==> config.mk <==
export PLATFORM = sky130hd
export DESIGN_NAME = chess_board_writer_flat
export DESIGN_NICKNAME = d
export VERILOG_FILES = /design/src/rtl/chess_board_writer_if.sv /design/src/rtl/chess_board_writer.sv /design/src/flat_wrapper.sv
export SDC_FILE = /design/constraint.sdc
export NUM_CORES = 1
export LEC_CHECK = 0
export CORE_MARGIN = 8
export CORE_UTILIZATION = 55
export DETAILED_ROUTE_END_ITERATION = 10
export DONT_BUFFER_PORTS = 1
export PLACE_DENSITY_LB_ADDON = 0.2
export SYNTH_ARGS = -nofsm -noshare
export SYNTH_HDL_FRONTEND = slang
export SYNTH_SLANG_ARGS = --single-unit
==> constraint.sdc <==
create_clock -name iCLK -period 2.3 [get_ports iCLK]
set_input_delay 0.23 -clock iCLK [delete_from_list [all_inputs] [get_ports iCLK]]
set_output_delay 0.23 -clock iCLK [all_outputs]
set_load 0.005 [all_outputs]
==> src/rtl/chess_board_writer_if.sv <==
// rtl/chess_board_writer_if.sv - command and board-memory bus bundle for chess_board_writer
//
// Purpose: groups the command handshake and the single-port memory bus.
// Signals:
//   cmd_valid/cmd_ready        command handshake
//   cmd_op/cmd_sq_a/cmd_sq_b   command opcode and squares {row, col}
//   cmd_mark                   mark colour
//   mem_addr/mem_we/mem_wdata  memory request
//   mem_rdata                  memory read data, one cycle after address
//   done/err                   completion pulse and reject qualifier
// Modports: slave = writer engine, master = command source plus memory.
interface chess_board_writer_if #(
  parameter int MEM_AW = 12
);
  logic              cmd_valid;
  logic              cmd_ready;
  logic [1:0]        cmd_op;
  logic [5:0]        cmd_sq_a;
  logic [5:0]        cmd_sq_b;
  logic [1:0]        cmd_mark;
  logic [MEM_AW-1:0] mem_addr;
  logic              mem_we;
  logic [31:0]       mem_wdata;
  logic [31:0]       mem_rdata;
  logic              done;
  logic              err;

  modport slave (
    input  cmd_valid, cmd_op, cmd_sq_a, cmd_sq_b, cmd_mark, mem_rdata,
    output cmd_ready, mem_addr, mem_we, mem_wdata, done, err
  );

  modport master (
    output cmd_valid, cmd_op, cmd_sq_a, cmd_sq_b, cmd_mark, mem_rdata,
    input  cmd_ready, mem_addr, mem_we, mem_wdata, done, err
  );
endinterface

==> src/rtl/chess_board_writer.sv <==
// rtl/chess_board_writer.sv - write-side engine for the VGA chess board memory
//
// Purpose: executes INIT / MOVE / MARK commands as single-port memory
// read/write sequences producing the square and turn words the display decodes.
// Ports:
//   iCLK    system clock, rising edge
//   iRST_n  synchronous active-low reset
//   bus     chess_board_writer_if.slave (command handshake, memory bus, done/err)
// All outputs are registered.
module chess_board_writer #(
  parameter int TURN_ADDR = 66,
  parameter int MEM_AW    = 12
) (
  input  logic                 iCLK,
  input  logic                 iRST_n,
  chess_board_writer_if.slave  bus
);

  typedef enum logic [3:0] {
    S_IDLE, S_INIT_WR, S_RD_A, S_RD_A_WAIT, S_WR_DST,
    S_WR_SRC, S_RD_TURN, S_TURN_WAIT, S_WR_TURN, S_MARK_WR
  } state_t;

  localparam logic [1:0]        OP_INIT = 2'd0;
  localparam logic [1:0]        OP_MOVE = 2'd1;
  localparam logic [1:0]        OP_MARK = 2'd2;
  localparam logic [MEM_AW-1:0] L_TURN  = MEM_AW'(TURN_ADDR);
  localparam logic [MEM_AW-1:0] L_LAST  = MEM_AW'(63);

  state_t            r_state;
  logic              r_ready;
  logic              r_we;
  logic [MEM_AW-1:0] r_addr;
  logic [31:0]       r_wdata;
  logic              r_done;
  logic              r_err;
  logic [1:0]        r_op;
  logic [5:0]        r_a;
  logic [5:0]        r_b;
  logic [1:0]        r_mark;

  // One-hot square colour nibble: dark when row+col is even.
  function automatic logic [3:0] base_nib(input logic [5:0] sq);
    return (sq[3] ^ sq[0]) ? 4'h4 : 4'h8;
  endfunction

  function automatic logic [MEM_AW-1:0] sq_addr(input logic [5:0] sq);
    return {{(MEM_AW-6){1'b0}}, sq};
  endfunction

  // Starting position word for a square.
  function automatic logic [31:0] init_word(input logic [5:0] sq);
    logic [2:0] back;
    logic [2:0] ptype;
    case (sq[2:0])
      3'd0, 3'd7: back = 3'd5;
      3'd1, 3'd6: back = 3'd1;
      3'd2, 3'd5: back = 3'd4;
      3'd3:       back = 3'd3;
      default:    back = 3'd2;
    endcase
    case (sq[5:3])
      3'd0, 3'd7: ptype = back;
      3'd1, 3'd6: ptype = 3'd6;
      default:    ptype = 3'd0;
    endcase
    return {24'b0, base_nib(sq), ptype, (sq[5:4] == 2'b11)};
  endfunction

  function automatic logic [3:0] mark_nib(input logic [1:0] mark, input logic [5:0] sq);
    case (mark)
      2'd1:    return 4'h2;
      2'd2:    return 4'h1;
      default: return base_nib(sq);
    endcase
  endfunction

  always_ff @(posedge iCLK) begin
    if (!iRST_n) begin
      r_state <= S_IDLE;
      r_ready <= 1'b0;
      r_we    <= 1'b0;
      r_addr  <= '0;
      r_wdata <= '0;
      r_done  <= 1'b0;
      r_err   <= 1'b0;
      r_op    <= '0;
      r_a     <= '0;
      r_b     <= '0;
      r_mark  <= '0;
    end else begin
      r_done <= 1'b0;
      r_err  <= 1'b0;
      case (r_state)
        S_IDLE: begin
          r_ready <= 1'b1;
          if (r_ready && bus.cmd_valid) begin
            r_op   <= bus.cmd_op;
            r_a    <= bus.cmd_sq_a;
            r_b    <= bus.cmd_sq_b;
            r_mark <= bus.cmd_mark;
            if (bus.cmd_op == OP_INIT) begin
              r_ready <= 1'b0;
              r_state <= S_INIT_WR;
              r_we    <= 1'b1;
              r_addr  <= '0;
              r_wdata <= init_word(6'd0);
            end else if ((bus.cmd_op == OP_MOVE && bus.cmd_sq_a != bus.cmd_sq_b) ||
                         (bus.cmd_op == OP_MARK && bus.cmd_mark != 2'd3)) begin
              r_ready <= 1'b0;
              r_state <= S_RD_A;
              r_addr  <= sq_addr(bus.cmd_sq_a);
            end else begin
              // Rejected without touching memory; stays ready for a new command.
              r_done <= 1'b1;
              r_err  <= 1'b1;
            end
          end
        end
        S_INIT_WR: begin
          if (r_addr == L_TURN) begin
            r_we    <= 1'b0;
            r_done  <= 1'b1;
            r_ready <= 1'b1;
            r_state <= S_IDLE;
          end else if (r_addr == L_LAST) begin
            r_addr  <= L_TURN;
            r_wdata <= '0;
          end else begin
            r_addr  <= r_addr + 1'b1;
            r_wdata <= init_word(6'(r_addr[5:0] + 6'd1));
          end
        end
        S_RD_A: r_state <= S_RD_A_WAIT;
        S_RD_A_WAIT: begin
          if (r_op == OP_MOVE) begin
            if (bus.mem_rdata[3:1] == 3'd0) begin
              r_done  <= 1'b1;
              r_err   <= 1'b1;
              r_ready <= 1'b1;
              r_state <= S_IDLE;
            end else begin
              // Destination keeps only the moved piece; any occupant is overwritten.
              r_state <= S_WR_DST;
              r_we    <= 1'b1;
              r_addr  <= sq_addr(r_b);
              r_wdata <= {24'b0, base_nib(r_b), bus.mem_rdata[3:0]};
            end
          end else begin
            r_state <= S_MARK_WR;
            r_we    <= 1'b1;
            r_wdata <= {24'b0, mark_nib(r_mark, r_a), bus.mem_rdata[3:0]};
          end
        end
        S_WR_DST: begin
          r_state <= S_WR_SRC;
          r_addr  <= sq_addr(r_a);
          r_wdata <= {24'b0, base_nib(r_a), 4'b0};
        end
        S_WR_SRC: begin
          r_state <= S_RD_TURN;
          r_we    <= 1'b0;
          r_addr  <= L_TURN;
        end
        S_RD_TURN: r_state <= S_TURN_WAIT;
        S_TURN_WAIT: begin
          r_state <= S_WR_TURN;
          r_we    <= 1'b1;
          r_wdata <= {31'b0, ~bus.mem_rdata[0]};
        end
        S_WR_TURN, S_MARK_WR: begin
          r_we    <= 1'b0;
          r_done  <= 1'b1;
          r_ready <= 1'b1;
          r_state <= S_IDLE;
        end
        default: begin
          r_we    <= 1'b0;
          r_state <= S_IDLE;
        end
      endcase
    end
  end

  assign bus.cmd_ready = r_ready;
  assign bus.mem_we    = r_we;
  assign bus.mem_addr  = r_addr;
  assign bus.mem_wdata = r_wdata;
  assign bus.done      = r_done;
  assign bus.err       = r_err;

endmodule

==> src/flat_wrapper.sv <==
// flat-port wrapper written by rule: the top's interface ports become plain ports
module chess_board_writer_flat 
#(
  parameter int TURN_ADDR = 66,
  parameter int MEM_AW    = 12
)
  (iCLK, iRST_n, bus_cmd_valid, bus_cmd_op, bus_cmd_sq_a, bus_cmd_sq_b, bus_cmd_mark, bus_mem_rdata, bus_cmd_ready, bus_mem_addr, bus_mem_we, bus_mem_wdata, bus_done, bus_err);
  chess_board_writer_if #(.MEM_AW(MEM_AW)) bus_i ();
  input  logic iCLK;
  input  logic iRST_n;
  input wire logic [$bits(bus_i.cmd_valid)-1:0] bus_cmd_valid;
  input wire logic [$bits(bus_i.cmd_op)-1:0] bus_cmd_op;
  input wire logic [$bits(bus_i.cmd_sq_a)-1:0] bus_cmd_sq_a;
  input wire logic [$bits(bus_i.cmd_sq_b)-1:0] bus_cmd_sq_b;
  input wire logic [$bits(bus_i.cmd_mark)-1:0] bus_cmd_mark;
  input wire logic [$bits(bus_i.mem_rdata)-1:0] bus_mem_rdata;
  output wire logic [$bits(bus_i.cmd_ready)-1:0] bus_cmd_ready;
  output wire logic [$bits(bus_i.mem_addr)-1:0] bus_mem_addr;
  output wire logic [$bits(bus_i.mem_we)-1:0] bus_mem_we;
  output wire logic [$bits(bus_i.mem_wdata)-1:0] bus_mem_wdata;
  output wire logic [$bits(bus_i.done)-1:0] bus_done;
  output wire logic [$bits(bus_i.err)-1:0] bus_err;
  assign bus_i.cmd_valid = bus_cmd_valid;
  assign bus_i.cmd_op = bus_cmd_op;
  assign bus_i.cmd_sq_a = bus_cmd_sq_a;
  assign bus_i.cmd_sq_b = bus_cmd_sq_b;
  assign bus_i.cmd_mark = bus_cmd_mark;
  assign bus_i.mem_rdata = bus_mem_rdata;
  assign bus_cmd_ready = bus_i.cmd_ready;
  assign bus_mem_addr = bus_i.mem_addr;
  assign bus_mem_we = bus_i.mem_we;
  assign bus_mem_wdata = bus_i.mem_wdata;
  assign bus_done = bus_i.done;
  assign bus_err = bus_i.err;
  chess_board_writer #(.TURN_ADDR(TURN_ADDR), .MEM_AW(MEM_AW)) u_core (.iCLK(iCLK), .iRST_n(iRST_n), .bus(bus_i));
endmodule
==> reports/metrics.yaml, run 1 <==
cts_sinks: 44
coreArea_um2: 5410
p_seq_share_pct: 43.9
grt_use_total_pct: 20.0
worstHoldPathType: "input port to flop"
p_leak_nw: 1.21
synth_fa_ha_area_share_pct: 2.91
critical_path_class: "flop to flop"
drc_errors: 0
io_buffer_count: 0
vdd.ir_drop.worst_mv: 0.454
fin_cells: 486
dp.cells: 475
h-tree-depth: 2
setup_violations: 0
p_comb_share_pct: 24.1
place_congestion: 0.963
drt-wirelength-per-cell_um: 17.2
layout.cells.most_common: "nand2_1"
synth_top_flop_cell: "dfxtp_1"
fin_crit_sh_pct: 92.0
nNetsFinal: 471
dpl.hpwl_mm: 6.21
crit_arrival_ns: 2.36
use_met3_pct: 6.90
outcome: "finished, final reports clean"
synth-seq-cells: 44
max_slew_margin_pct: 63.6
gr-max-usage-layer: "met2"
via_count: 2969
drv_cap: 0
die_x_um: 90.0
rsz0062_at_grt: "false"
p_sw_mw: 0.618
synth_seq_area_share_pct: 29.3
drt_iter0_drc: 249
viasPerCell: 6.11
synth_edf_count: 0
numCtsBuffers: 5
first_pass_iters: 8
initial_utilization_pct: 55.7
fmax_ghz: 0.473
cts_tree: "built"
antenna_found_initial: 0
grt_max_degree: 29
synth_compound_area_share_pct: 26.6
synthCells: 398
die_area_um2: 8090
io_pins: 99
synth_area_um2: 3010
synthXorXnorAreaFrac_pct: 4.66
slew_viol_final: 0
dieHeight_um: 90.0
synth_simple_gate_area_share_pct: 24.7
final_cell_mix: "60 x nand2_1, 44 x a21oi_1, 43 x dfxtp_1"
ys_async_sr_fraction_pct: 0
met2_usage_pct: 30.1
clk_latency_ns: 0.30
start_kind: "flop"
ant_nets: 0
clkPwrFrac_pct: 32.0
period_minus_slack_ns: 2.11
syn2layout_area_growth_pct: 8.52
tns_ns: 0
n_antenna_cell: 0
finClkSkew_ns: 0.00976
power.density_nw_per_um2: 596
switching_share_pct: 31.7
overflow: 0
gr-usage-met1_pct: 24.6
p_int_mw: 1.33
grt_pass1_vias: 2754
worst-slew-pin-transition_ns: 0.545
synth_top_family_by_area: "compound AO/OA/AOI/OAI gates"
cts_root_buf: "clkbuf_8"
drive_gt1_share_pct: 12.8
ys_warn_count: 0
worstPathRequired_ns: 2.55
synthMuxAreaShare_pct: 1.04
fillers: 534
hold_viol: 0
routed_wl_mm: 8.36
rows: 27
end_kind: "flop"
synth.distinct_cells: 63
syn_avg_cell_area_um2: 7.56
cts_max_path_buffers: 2
clk_transition_reported_paths_ns: 0.09
grt_pass1_wl_mm: 13.6
critPathMaxFanout: 8
r2r_setup_slack_ns: 0.19
==> per-layer routing <==
| metal | vias to the layer above | wire length, um |
|---|---|---|
| met3 | 24 | 867 |
| met5 | - | 0 |
| met1 | 1392 | 3550 |
| li1 | 1425 | - |
| met4 | 0 | 221 |
| met2 | 128 | 3720 |
==> power groups by stage <==
stage / Clock (mW) / Combinational [mW] / Sequential, mW
2_1_floorplan: 0 / 0.366 / 0.864
3_3_place_gp: 0 / 0.442 / 0.872
4_1_cts: 0.637 / 0.455 / 0.856
3_5_place_dp: 0 / 0.453 / 0.873
6_report: 0.623 / 0.469 / 0.855
5_1_grt: 0.663 / 0.523 / 0.862
==> cell usage after synthesis (3+ instances only) <==
cell / n / share of area (%)
nor2_1: 26 / 3.2
nand3_1: 14 / 2.3
dfxtp_1: 44 / 29
nor2b_1: 5 / 1.0
nand2_1: 60 / 7.5
o21ai_0: 19 / 3.2
o31ai_1: 3 / 0.75
buf_2: 7 / 1.2
xor2_1: 5 / 1.5
nand2b_1: 7 / 1.5
xnor2_1: 11 / 3.2
ha_1: 7 / 2.9
o22ai_1: 5 / 1.0
inv_1: 9 / 1.1
o21a_1: 3 / 0.75
a222oi_1: 5 / 1.7
buf_4: 26 / 6.5
clkbuf_1: 13 / 1.6
nor3_1: 11 / 1.8
a31oi_1: 4 / 0.83
a211oi_1: 6 / 1.5
nor4_1: 6 / 1.2
a21boi_0: 5 / 1.2
a21oi_1: 44 / 7.3
==> cell families (layout without fill, tap and decap cells) <==
family | Yosys count | in the layout
other | 1 | 24
AOI/OAI and AO/OA | 122 | 122
muxes | 3 | 3
adders and majority gates | 7 | 7
buffers and inverters | 57 | 50
xor gates and xnor gates | 16 | 16
DFF | 44 | 44
and+or+nand+nor | 148 | 148
==> worst max-delay path, stage by stage (launching register included) <==
cell and delay, ns:
dfxtp_1 0.40, inv_1 0.11, ha_1 0.20, nor4bb_1 0.15
a41o_1 0.26, a211oi_1 0.20, buf_4 0.20, nand2_1 0.10
nor4b_1 0.28, a31o_2 0.14
==> final cells by class <==
type	count	area [um2]	area share (%)
inverters	10	37.5	1.15
multi-input cells	320	1900	58.2
well taps	72	90.1	2.76
repair buffers	32	240	7.36
clock buffers	5	68.8	2.11
flip-flops and latches	44	882	27.0
clock inverters	3	46.3	1.42
==> sequential cells by signal, indices dropped and copies added, names as in the netlist <==
name and cells:
u_core.bus.cmd_ready 1, u_core.bus.done 1, u_core.bus.err 1, u_core.bus.mem_addr 12
u_core.bus.mem_wdata 8, u_core.bus.mem_we 1, u_core.r_a 6, u_core.r_b 6
u_core.r_mark 2, u_core.r_op 2, u_core.r_state 4
==> through the flow <==
stage          hold slack, ns  total power, mW  setup WS, ns  utilization (%)  cell area [um2]
2_1_floorplan           0.366             1.23         0.173                -             3100
3_3_place_gp            0.352             1.31         0.228             57.7             3120
3_5_place_dp            0.356             1.33         0.181             57.7             3120
4_1_cts                0.0315             1.95         0.140             59.9             3240
5_1_grt                0.0249             2.05       0.00705             60.4             3270
6_report               0.0406             1.95         0.185             60.4             3270
==> path summary, 6_finish.rpt <==
kind                     startpoint                      to  depth (start not counted)
min                          iRST_n  u_core.bus.mem_addr[7]                          1
min reg2reg           u_core.r_a[1]           u_core.r_a[1]                          2
max          u_core.bus.mem_addr[0]  u_core.bus.mem_addr[9]                          9
max reg2reg  u_core.bus.mem_addr[0]  u_core.bus.mem_addr[9]                          9
==> repair_timing <==
action | in CTS | in global routing
setup buffers | 0 | 3
setup endpoints to repair | 0 | 2
endpoints found under the hold margin | 0 | 0
resized for setup | 0 | 2
hold buffers | 0 | 0
Power figures use the tool's default switching activity.
==> run 2: changes to the inputs <==
PLACE_DENSITY = 0.7   (was default)
PLACE_DENSITY_LB_ADDON = default   (was 0.2)
==> reports/metrics.yaml, run 2 (synthesized netlist as in run 1, its figures left out) <==
outcome: "finished, final reports clean"  # unchanged
ant_nets: 0  # unchanged
antenna_found_initial: 0  # unchanged
io_pins: 99  # unchanged
hold_viol: 0  # unchanged
max_slew_margin_pct: 65.2  # was 63.6%
dp.cells: 478  # was 475
io_buffer_count: 0  # unchanged
r2r_start: "u_core.bus.cmd_ready"  # was u_core.bus.mem_addr[0]
cts_max_path_buffers: 2  # unchanged
crit_arrival_ns: 2.34  # was 2.36 ns
dpl.hpwl_mm: 6.24  # was 6.21 mm
period_minus_slack_ns: 2.08  # was 2.11 ns
fmax_ghz: 0.480  # was 0.473 GHz
viasPerCell: 5.98  # was 6.11
worst-slew-pin-transition_ns: 0.521  # was 0.545 ns
tns_ns: 0  # unchanged
clk_transition_reported_paths_ns: 0.09  # about the same
min_delay_path_depth: 2  # was 1
end_kind: "flop"  # unchanged
via_count: 2904  # was 2969
grt_use_total_pct: 20.4  # was 20.0%
h-tree-depth: 2  # unchanged
fin_crit_sh_pct: 90.5  # was 92.0%
ff2ff_path_depth: 7  # was 9
cts_root_buf: "clkbuf_8"  # unchanged
vdd.ir_drop.worst_mv: 0.460  # was 0.454 mV
cts.repair.resized: 0  # unchanged
power.density_nw_per_um2: 595  # was 596 nW/um2
worstPathRequired_ns: 2.56  # was 2.55 ns
die_area_um2: 8090  # unchanged
n_antenna_cell: 0  # unchanged
routed_wl_mm: 8.30  # was 8.36 mm
largest_reg_flops: 12  # unchanged
dieHeight_um: 90.0  # unchanged
drt_iter0_drc: 139  # was 249
grt_max_degree: 29  # unchanged
grt_pass1_wl_mm: 13.9  # was 13.6 mm
drc_errors: 0  # unchanged
rows: 27  # unchanged
coreArea_um2: 5410  # unchanged
post-cts-setup-buffer-count: 0  # unchanged
fin_cells: 486  # unchanged
cts_sinks: 44  # unchanged
final_cell_mix: "60 x nand2_1, 44 x a21oi_1, 44 x dfxtp_1"  # was 60 x nand2_1, 44 x a21oi_1, 43 x dfxtp_1
layout.cells.most_common: "nand2_1"  # unchanged
setup_violations: 0  # unchanged
p_leak_nw: 1.22  # was 1.21 nW
rsz0062_at_grt: "false"  # unchanged
start_kind: "flop"  # unchanged
clk_latency_ns: 0.31  # was 0.30 ns
numCtsBuffers: 5  # unchanged
critPathMaxFanout: 14  # was 8
cts_tree: "built"  # unchanged
grt_pass1_vias: 2823  # was 2754
drt-wirelength-per-cell_um: 17.1  # was 17.2 um
ctsHoldBuffers: 0  # unchanged
finClkSkew_ns: 0.0115  # was 0.00976 ns
drv_cap: 0  # unchanged
worst_hold_slack_ns: 0.0462  # was 0.0406 ns
critical_path_class: "flop to flop"  # unchanged
r2r_setup_slack_ns: 0.22  # was 0.19 ns
first_pass_iters: 5  # was 8
place_congestion: 0.908  # was 0.963
overflow: 0  # unchanged
nNetsFinal: 471  # unchanged
crit_start: "u_core.bus.cmd_ready"  # was u_core.bus.mem_addr[0]
syn2layout_area_growth_pct: 8.69  # was 8.52%
regToRegEndpoint: "u_core.bus.mem_addr[9]"  # unchanged
drive_gt1_share_pct: 12.8  # unchanged
worstHoldPathType: "input port to flop"  # unchanged
cp-endpoint: "u_core.bus.mem_addr[9]"  # unchanged
fin_util_pct: 60.5  # was 60.4%
slew_viol_final: 0  # unchanged
initial_utilization_pct: 55.7  # unchanged
die_x_um: 90.0  # unchanged
## run 2: cell types whose count changed in the layout (fill, tap and decap cells not counted)
cell,before,now
a2111oi_0,2,1
a2111oi_2,0,1
nor4bb_2,1,0
nor4bb_1,1,2
dfxtp_2,1,0
a221oi_2,0,1
a221oi_1,2,1
dfxtp_1,43,44
## run 2: critical path, cell delays in order, from the launching register on
cell      delay [ns]
dfxtp_1         0.40
nor4bb_1        0.42
o32ai_1         0.18
a211oi_1        0.25
buf_4           0.23
nand2_1         0.12
nor4b_1         0.29
a31o_2          0.15
## run 2: how the worst min path moves through the flow
stage,startpoint,end,slack [ns]
after floorplan,bus_cmd_sq_a[1],u_core.r_a[1],0.37
after global placement,iRST_n,u_core.bus.mem_addr[7],0.35
after detailed placement,iRST_n,u_core.bus.mem_addr[11],0.36
after CTS,bus_cmd_sq_a[5],u_core.r_a[5],0.04
after global routing,bus_cmd_sq_a[5],u_core.r_a[5],0.03
final,bus_cmd_sq_a[5],u_core.r_a[5],0.05
## run 2: metal layers
| metal | wire, um | track usage, % | vias to the layer above |
|---|---|---|---|
| met5 | 0 | 0 | - |
| met4 | 93 | 6.80 | 0 |
| met3 | 769 | 6.40 | 5 |
| met2 | 3940 | 33.6 | 125 |
| met1 | 3500 | 24.5 | 1349 |
| li1 | - | - | 1425 |
## run 2: power breakdown
group          switching [mW]  internal [mW]
Clock                   0.292          0.327
Sequential             0.0428          0.808
Combinational           0.279          0.195
Total                   0.614           1.33
## run 2: layout make-up
| cell class | count | area [um2] |
|---|---|---|
| flip-flops and latches | 44 | 881 |
| inverters | 10 | 37.5 |
| repair buffers | 32 | 240 |
| clock buffers | 5 | 68.8 |
| fillers | 545 | 2130 |
| multi-input cells | 320 | 1910 |
| clock inverters | 3 | 46.3 |
| well taps | 72 | 90.1 |
## run 2: through the flow
step	power, mW	area [um2]	setup WS (ns)
after detailed placement	1.33	3140	0.201
after global routing	2.05	3270	0.0540
after CTS	1.95	3260	0.187
after global placement	1.32	3140	0.208
after floorplan	1.23	3100	0.173
final	1.94	3270	0.218
